<file path="config.mk">
export PLATFORM = sky130hd
export DESIGN_NAME = set_sequencer_flat
export DESIGN_NICKNAME = d
export VERILOG_FILES = /design/src/rtl/set_sequencer_if.sv /design/src/rtl/set_sequencer.sv /design/src/flat_wrapper.sv
export SDC_FILE = /design/constraint.sdc
export NUM_CORES = 1
export LEC_CHECK = 0
export ABC_CLOCK_PERIOD_IN_PS = 1960
export CORE_MARGIN = 3
export CORE_UTILIZATION = 40
export DETAILED_ROUTE_END_ITERATION = 10
export PLACE_DENSITY = 0.68
export SYNTH_ARGS = -nofsm -noshare
export SYNTH_HDL_FRONTEND = slang
export SYNTH_SLANG_ARGS = --single-unit
</file>
<file path="constraint.sdc">
create_clock -name clk -period 1.96 [get_ports clk]
set_clock_uncertainty 0.05 [all_clocks]
set_input_delay 0.392 -clock clk [delete_from_list [all_inputs] [get_ports clk]]
set_output_delay 0.392 -clock clk [all_outputs]
set_load 0.02 [all_outputs]
</file>
<file path="src/rtl/set_sequencer_if.sv">
// Button inputs and adjust/status outputs of the alarm-clock set sequencer.
interface set_sequencer_if;
  logic       mode_btn;
  logic       plus_btn;
  logic       minus_btn;
  logic       adj_inc;
  logic       adj_dec;
  logic [1:0] adj_target;
  logic       setting;
  logic       clk_hold;
  logic [2:0] state;

  modport master (
    output mode_btn, plus_btn, minus_btn,
    input  adj_inc, adj_dec, adj_target, setting, clk_hold, state
  );

  modport slave (
    input  mode_btn, plus_btn, minus_btn,
    output adj_inc, adj_dec, adj_target, setting, clk_hold, state
  );
endinterface

</file>
<file path="src/rtl/set_sequencer.sv">
// Button conditioning and set-mode sequencing for the alarm clock: turns raw
// mode/plus/minus buttons into single-cycle adjust pulses with auto-repeat.
module set_sequencer #(
  parameter int DEB_CYCLES   = 4,
  parameter int REPEAT_DELAY = 500,
  parameter int REPEAT_RATE  = 100,
  parameter int TIMEOUT      = 5000
) (
  input  logic           clk,
  input  logic           rst_n,
  set_sequencer_if.slave bus
);

  localparam int DW      = $clog2(DEB_CYCLES) + 1;
  localparam int REP_MAX = (REPEAT_DELAY > REPEAT_RATE) ? REPEAT_DELAY : REPEAT_RATE;
  localparam int RW      = $clog2(REP_MAX) + 1;
  localparam int TW      = $clog2(TIMEOUT) + 1;

  typedef enum logic [2:0] {
    RUN    = 3'd0,
    SET_CH = 3'd1,
    SET_CM = 3'd2,
    SET_AH = 3'd3,
    SET_AM = 3'd4
  } state_t;

  // Button vectors are ordered {minus, plus, mode}.
  logic [2:0]         raw_btn;
  logic [2:0]         sync1_q, sync1_d;
  logic [2:0]         sync2_q, sync2_d;
  logic [2:0]         deb_q, deb_d;
  logic [2:0]         deb_prev_q, deb_prev_d;
  logic [2:0][DW-1:0] deb_cnt_q, deb_cnt_d;
  logic [2:0]         press;
  logic               mode_press, plus_lvl, minus_lvl;
  logic               in_set, lock_now, adj_ok;
  logic [RW-1:0]      rep_limit;
  state_t             state_q, state_d;
  logic               lockout_q, lockout_d;
  logic [RW-1:0]      rep_cnt_q, rep_cnt_d;
  logic               rep_fast_q, rep_fast_d;
  logic [TW-1:0]      idle_q, idle_d;
  logic               adj_inc_q, adj_inc_d;
  logic               adj_dec_q, adj_dec_d;
  logic [1:0]         adj_target_q, adj_target_d;
  logic               setting_q, setting_d;
  logic               clk_hold_q, clk_hold_d;

  always_comb begin
    raw_btn    = {bus.minus_btn, bus.plus_btn, bus.mode_btn};
    sync1_d    = raw_btn;
    sync2_d    = sync1_q;
    deb_prev_d = deb_q;
    deb_d      = deb_q;
    deb_cnt_d  = '0;
    for (int i = 0; i < 3; i++) begin
      if (sync2_q[i] != deb_q[i]) begin
        if (deb_cnt_q[i] >= DW'(DEB_CYCLES - 1)) begin
          deb_d[i] = sync2_q[i];
        end else begin
          deb_cnt_d[i] = deb_cnt_q[i] + 1'b1;
        end
      end
    end
  end

  always_comb begin
    press      = deb_q & ~deb_prev_q;
    mode_press = press[0];
    plus_lvl   = deb_q[1];
    minus_lvl  = deb_q[2];
    in_set     = (state_q != RUN);
    // Lockout persists until both adjust buttons are released.
    lock_now   = lockout_q | (plus_lvl & minus_lvl) | (mode_press & (plus_lvl | minus_lvl));
    lockout_d  = lock_now & (plus_lvl | minus_lvl);
    adj_ok     = in_set & ~mode_press & ~lock_now & (plus_lvl ^ minus_lvl);
    rep_limit  = rep_fast_q ? RW'(REPEAT_RATE) : RW'(REPEAT_DELAY);

    state_d = state_q;
    if (mode_press) begin
      case (state_q)
        RUN:     state_d = SET_CH;
        SET_CH:  state_d = SET_CM;
        SET_CM:  state_d = SET_AH;
        SET_AH:  state_d = SET_AM;
        default: state_d = RUN;
      endcase
    end else if (in_set && (idle_q >= TW'(TIMEOUT)) && !(|deb_q)) begin
      state_d = RUN;
    end

    if (!in_set || (|deb_q) || (state_d == RUN)) begin
      idle_d = '0;
    end else if (idle_q < TW'(TIMEOUT)) begin
      idle_d = idle_q + 1'b1;
    end else begin
      idle_d = idle_q;
    end

    adj_inc_d  = 1'b0;
    adj_dec_d  = 1'b0;
    rep_cnt_d  = '0;
    rep_fast_d = 1'b0;
    // A non-zero repeat count means an initial pulse has been issued for this hold.
    if (adj_ok && (press[1] || press[2])) begin
      adj_inc_d = plus_lvl;
      adj_dec_d = minus_lvl;
      rep_cnt_d = RW'(1);
    end else if (adj_ok && (rep_cnt_q != '0)) begin
      if (rep_cnt_q >= rep_limit) begin
        adj_inc_d  = plus_lvl;
        adj_dec_d  = minus_lvl;
        rep_cnt_d  = RW'(1);
        rep_fast_d = 1'b1;
      end else begin
        rep_cnt_d  = rep_cnt_q + 1'b1;
        rep_fast_d = rep_fast_q;
      end
    end

    case (state_d)
      SET_CM:  adj_target_d = 2'b01;
      SET_AH:  adj_target_d = 2'b10;
      SET_AM:  adj_target_d = 2'b11;
      default: adj_target_d = 2'b00;
    endcase
    setting_d  = (state_d != RUN);
    clk_hold_d = (state_d == SET_CH) || (state_d == SET_CM);
  end

  always_ff @(posedge clk) begin
    if (!rst_n) begin
      sync1_q      <= '0;
      sync2_q      <= '0;
      deb_q        <= '0;
      deb_prev_q   <= '0;
      deb_cnt_q    <= '0;
      state_q      <= RUN;
      lockout_q    <= 1'b0;
      rep_cnt_q    <= '0;
      rep_fast_q   <= 1'b0;
      idle_q       <= '0;
      adj_inc_q    <= 1'b0;
      adj_dec_q    <= 1'b0;
      adj_target_q <= 2'b00;
      setting_q    <= 1'b0;
      clk_hold_q   <= 1'b0;
    end else begin
      sync1_q      <= sync1_d;
      sync2_q      <= sync2_d;
      deb_q        <= deb_d;
      deb_prev_q   <= deb_prev_d;
      deb_cnt_q    <= deb_cnt_d;
      state_q      <= state_d;
      lockout_q    <= lockout_d;
      rep_cnt_q    <= rep_cnt_d;
      rep_fast_q   <= rep_fast_d;
      idle_q       <= idle_d;
      adj_inc_q    <= adj_inc_d;
      adj_dec_q    <= adj_dec_d;
      adj_target_q <= adj_target_d;
      setting_q    <= setting_d;
      clk_hold_q   <= clk_hold_d;
    end
  end

  assign bus.adj_inc    = adj_inc_q;
  assign bus.adj_dec    = adj_dec_q;
  assign bus.adj_target = adj_target_q;
  assign bus.setting    = setting_q;
  assign bus.clk_hold   = clk_hold_q;
  assign bus.state      = state_q;

endmodule

</file>
<file path="src/flat_wrapper.sv">
// flat-port wrapper written by rule: the top's interface ports become plain ports
module set_sequencer_flat 
#(
  parameter int DEB_CYCLES   = 4,
  parameter int REPEAT_DELAY = 500,
  parameter int REPEAT_RATE  = 100,
  parameter int TIMEOUT      = 5000
)
  (clk, rst_n, bus_mode_btn, bus_plus_btn, bus_minus_btn, bus_adj_inc, bus_adj_dec, bus_adj_target, bus_setting, bus_clk_hold, bus_state);
  set_sequencer_if bus_i ();
  input  logic clk;
  input  logic rst_n;
  input wire logic [$bits(bus_i.mode_btn)-1:0] bus_mode_btn;
  input wire logic [$bits(bus_i.plus_btn)-1:0] bus_plus_btn;
  input wire logic [$bits(bus_i.minus_btn)-1:0] bus_minus_btn;
  output wire logic [$bits(bus_i.adj_inc)-1:0] bus_adj_inc;
  output wire logic [$bits(bus_i.adj_dec)-1:0] bus_adj_dec;
  output wire logic [$bits(bus_i.adj_target)-1:0] bus_adj_target;
  output wire logic [$bits(bus_i.setting)-1:0] bus_setting;
  output wire logic [$bits(bus_i.clk_hold)-1:0] bus_clk_hold;
  output wire logic [$bits(bus_i.state)-1:0] bus_state;
  assign bus_i.mode_btn = bus_mode_btn;
  assign bus_i.plus_btn = bus_plus_btn;
  assign bus_i.minus_btn = bus_minus_btn;
  assign bus_adj_inc = bus_i.adj_inc;
  assign bus_adj_dec = bus_i.adj_dec;
  assign bus_adj_target = bus_i.adj_target;
  assign bus_setting = bus_i.setting;
  assign bus_clk_hold = bus_i.clk_hold;
  assign bus_state = bus_i.state;
  set_sequencer #(.DEB_CYCLES(DEB_CYCLES), .REPEAT_DELAY(REPEAT_DELAY), .REPEAT_RATE(REPEAT_RATE), .TIMEOUT(TIMEOUT)) u_core (.clk(clk), .rst_n(rst_n), .bus(bus_i));
endmodule
</file>
==> results.toml, run 1 <==
[status]
status = "finished, final reports clean"

[yosys]
async_flop_share = 0
synth.area.top_cells = "dfxtp_1 46%, ha_1 7.6%, nor2_1 6.6%"
synth_top_area_frac = 0.456
synthCells = 266
syn_area_per_cell_um2 = 9.25
ys_ff_latch = 56
synth_top_family_by_area = "simple AND/OR/NAND/NOR gates"
synth_fa_ha_area_frac = 0.0763
ys_seq_area_frac = 0.456
synth-compound-area-share = 0.103
synth-edff-count = 0
synth_cell_types = 50
syn_nets = 286
synth_xor_area_frac = 0.0747
synth_area_um2 = 2460
synth_top_cell_by_area = "dfxtp_1"
yosys.area_share.simple = 0.241
synth_top_flop_cell = "dfxtp_1"
yosys_warnings = 0
synthMuxAreaShare = 0.0122

[cts]
clock_latency_ps = 310
htree_num_levels = 2
hold_buffers = 0
cts.sinks = 56
numCtsBuffers = 5
cts_tree = "built"
clkTransAtPathRegs_ps = 100
clock_path_buffers = 2
clk_root_buffer_cell = "clkbuf_8"

[critical_path]
path_cells = "buf_4 -> clkdlybuf4s50_1"
crit_buf_inv = 2
crit_path_max_fanout = 9
crit_path_top_delay_cell = "clkdlybuf4s50_1"
required_ps = 1520
crit_family = "buffers and inverters"
path_class = "flop to primary output"
cp-end-kind = "primary output"
start_kind = "flop"
arrival_ps = 1440
slowest_delay_ps = 620

[floorplanning]
rows = 27
die_area_um2 = 7130
die-width_um = 84.4
start_util = 0.429
die_y_um = 84.4
core-area_um2 = 5740
io-pin-count = 14

[global_routing]
grt_pass1_vias = 1755
antenna_found_initial = 0
grt_pass1_wl_um = 7530
grt_max_degree = 17
grt_usage = 0.127
grt_overflow = 0

[detailed_routing]
drcViolationCount = 0
first_iter_violations = 97
postRouteWirelength_um = 4340
dr_total_vias = 1830
routed_via_density = 4.93
dr.pass1.iters = 4
wl_per_cell_um = 11.7
ant_nets = 0

[place]
hpwl_um = 3120
port_buffers = 13
place_area_um2 = 2790
post-place-ws_ps = -8.60
place_congestion = 0.825

[final_layout]
drive_gt1_frac = 0.140
final_nets = 318
stdcell_area_um2 = 2930
nFillCells = 538
antenna_cells = 0
fin_util = 0.510
area_growth_pct = 19.0

[power_and_ir_drop]
p_per_area_nw_per_um2 = 632
leakagePower_uw = 0.00115
peakVddDrop_v = 0.000387
total_power_uw = 1850

[timing]
rsz0062_at_grt = "false"
clock.fmax_mhz = 532
fin_crit_ps = 1880
fin_ws_ps = 79.9
finalSetupViolations = 0
finalSetupTns_ps = 0
slew_violations = 0
fin_crit_sh = 0.959
hold_viol_final = 0

[worst_hold_path]
hold_class = "flop to flop"

[run]
cap_violations = 0
## layout by cell type, fill, tap and decap left out, types with 2 or more instances in the layout
cell,synthesis,routed
a211oi_1,4,4
nor3_1,7,6
o31ai_1,2,2
xor2_1,13,13
buf_4,0,18
a21oi_1,4,4
or2_2,2,2
a31oi_1,2,2
o21ai_0,5,5
and3_1,8,8
xnor2_1,8,8
nor2_1,43,43
clkdlybuf4s50_1,0,13
nor2b_1,4,4
nand2_4,1,2
nand2b_1,3,3
inv_1,14,14
nand3_1,14,14
o22ai_1,2,2
mux2i_1,3,3
a21o_2,2,2
nand2_1,9,9
dfxtp_1,56,56
ha_1,15,15
clkbuf_8,0,6
a31o_2,2,2
nand4_1,4,4
and2_1,9,9
## flip-flops by register name, indices dropped and copies added (netlist names)
signal / flops
u_core.bus.adj_dec: 1
u_core.bus.adj_inc: 1
u_core.bus.adj_target: 2
u_core.bus.clk_hold: 1
u_core.bus.setting: 1
u_core.bus.state: 3
u_core.deb_cnt_q: 9
u_core.deb_prev_d: 3
u_core.deb_prev_q: 3
u_core.idle_q: 14
u_core.lockout_q: 1
u_core.rep_cnt_q: 10
u_core.rep_fast_q: 1
u_core.sync1_q: 3
u_core.sync2_q: 3
## worst paths after layout
path                       end           startpoint  depth (start not counted)  slack [ps]
max               bus_state[0]  u_core.bus.state[0]                          2          80
min          u_core.sync2_q[2]    u_core.sync1_q[2]                          1         390
max reg2reg   u_core.idle_q[3]     u_core.idle_q[6]                          5         120
min reg2reg  u_core.sync2_q[2]    u_core.sync1_q[2]                          1         390
## layout make-up
| class | instances | area (um^2) | share of cell area |
|---|---|---|---|
| multi-input combinational | 189 | 1300 | 0.445 |
| sequential | 56 | 1120 | 0.383 |
| timing repair buffer | 31 | 265 | 0.0906 |
| tap | 72 | 90.1 | 0.0308 |
| clock buffer | 7 | 86.3 | 0.0295 |
| inverter | 15 | 56.3 | 0.0192 |
| clock inverter | 1 | 7.51 | 0.00256 |
## metrics by stage
stage | std cells | hold slack, ps
2_1_floorplan | 266 | 362
3_3_place_gp | 363 | 369
3_5_place_dp | 363 | 369
4_1_cts | 371 | 393
5_1_grt | 371 | 410
6_report | 371 | 391
## Yosys cell counts, drive strengths merged (2+ instances only)
cell type,n
dfxtp,56
nor2,43
ha,15
nand3,15
inv,14
xor2,13
nand2,11
and2,10
and3,8
xnor2,8
nor3,7
o21ai,5
a211oi,4
a21oi,4
clkbuf,4
nand4,4
nor2b,4
a21o,3
mux2i,3
nand2b,3
nor4,3
a2111oi,2
a31o,2
a31oi,2
buf,2
o22ai,2
o31ai,2
or2,2
## worst reg2reg max path: stages, from the launching register on
cell,delay [ps]
dfxtp_1,320
or4_1,570
o2111ai_4,170
a31o_2,220
nand3_2,250
a21oi_1,200
## logic make-up (layout without fill, tap and decap cells)
group	Yosys count	count (layout)
simple gates	116	116
fa+ha+maj	15	15
compound gates	33	33
flops	56	56
other cells	1	1
mux	3	3
buf+inv	21	54
xor+xnor	21	21
## report_power, final
part           switching, uW  internal [uW]  total (uW)
clock                    367            288         655
sequential              5.10           1150        1150
combinational           22.2           21.6        43.7
total                    395           1460        1850
## metal layers
| metal | share of wire | GRT usage |
|---|---|---|
| met5 | 0 | 0 |
| met4 | 0.015 | 0.0460 |
| met3 | 0.036 | 0.0363 |
| met2 | 0.44 | 0.199 |
| met1 | 0.50 | 0.168 |
## repair_timing
item / CTS / global route
endpoints found under the setup margin: 0 / 13
hold endpoints to repair: 0 / 0
buffers inserted: 0 / 0
gates resized for setup: 0 / 7
Power figures use the tool's default switching activity.
==> run 2, diff against run 1 <==
- CAP_MARGIN: default -> 0
==> results of run 2 <==
No change in the layout: final DEF, timing and power equal those of run 1.
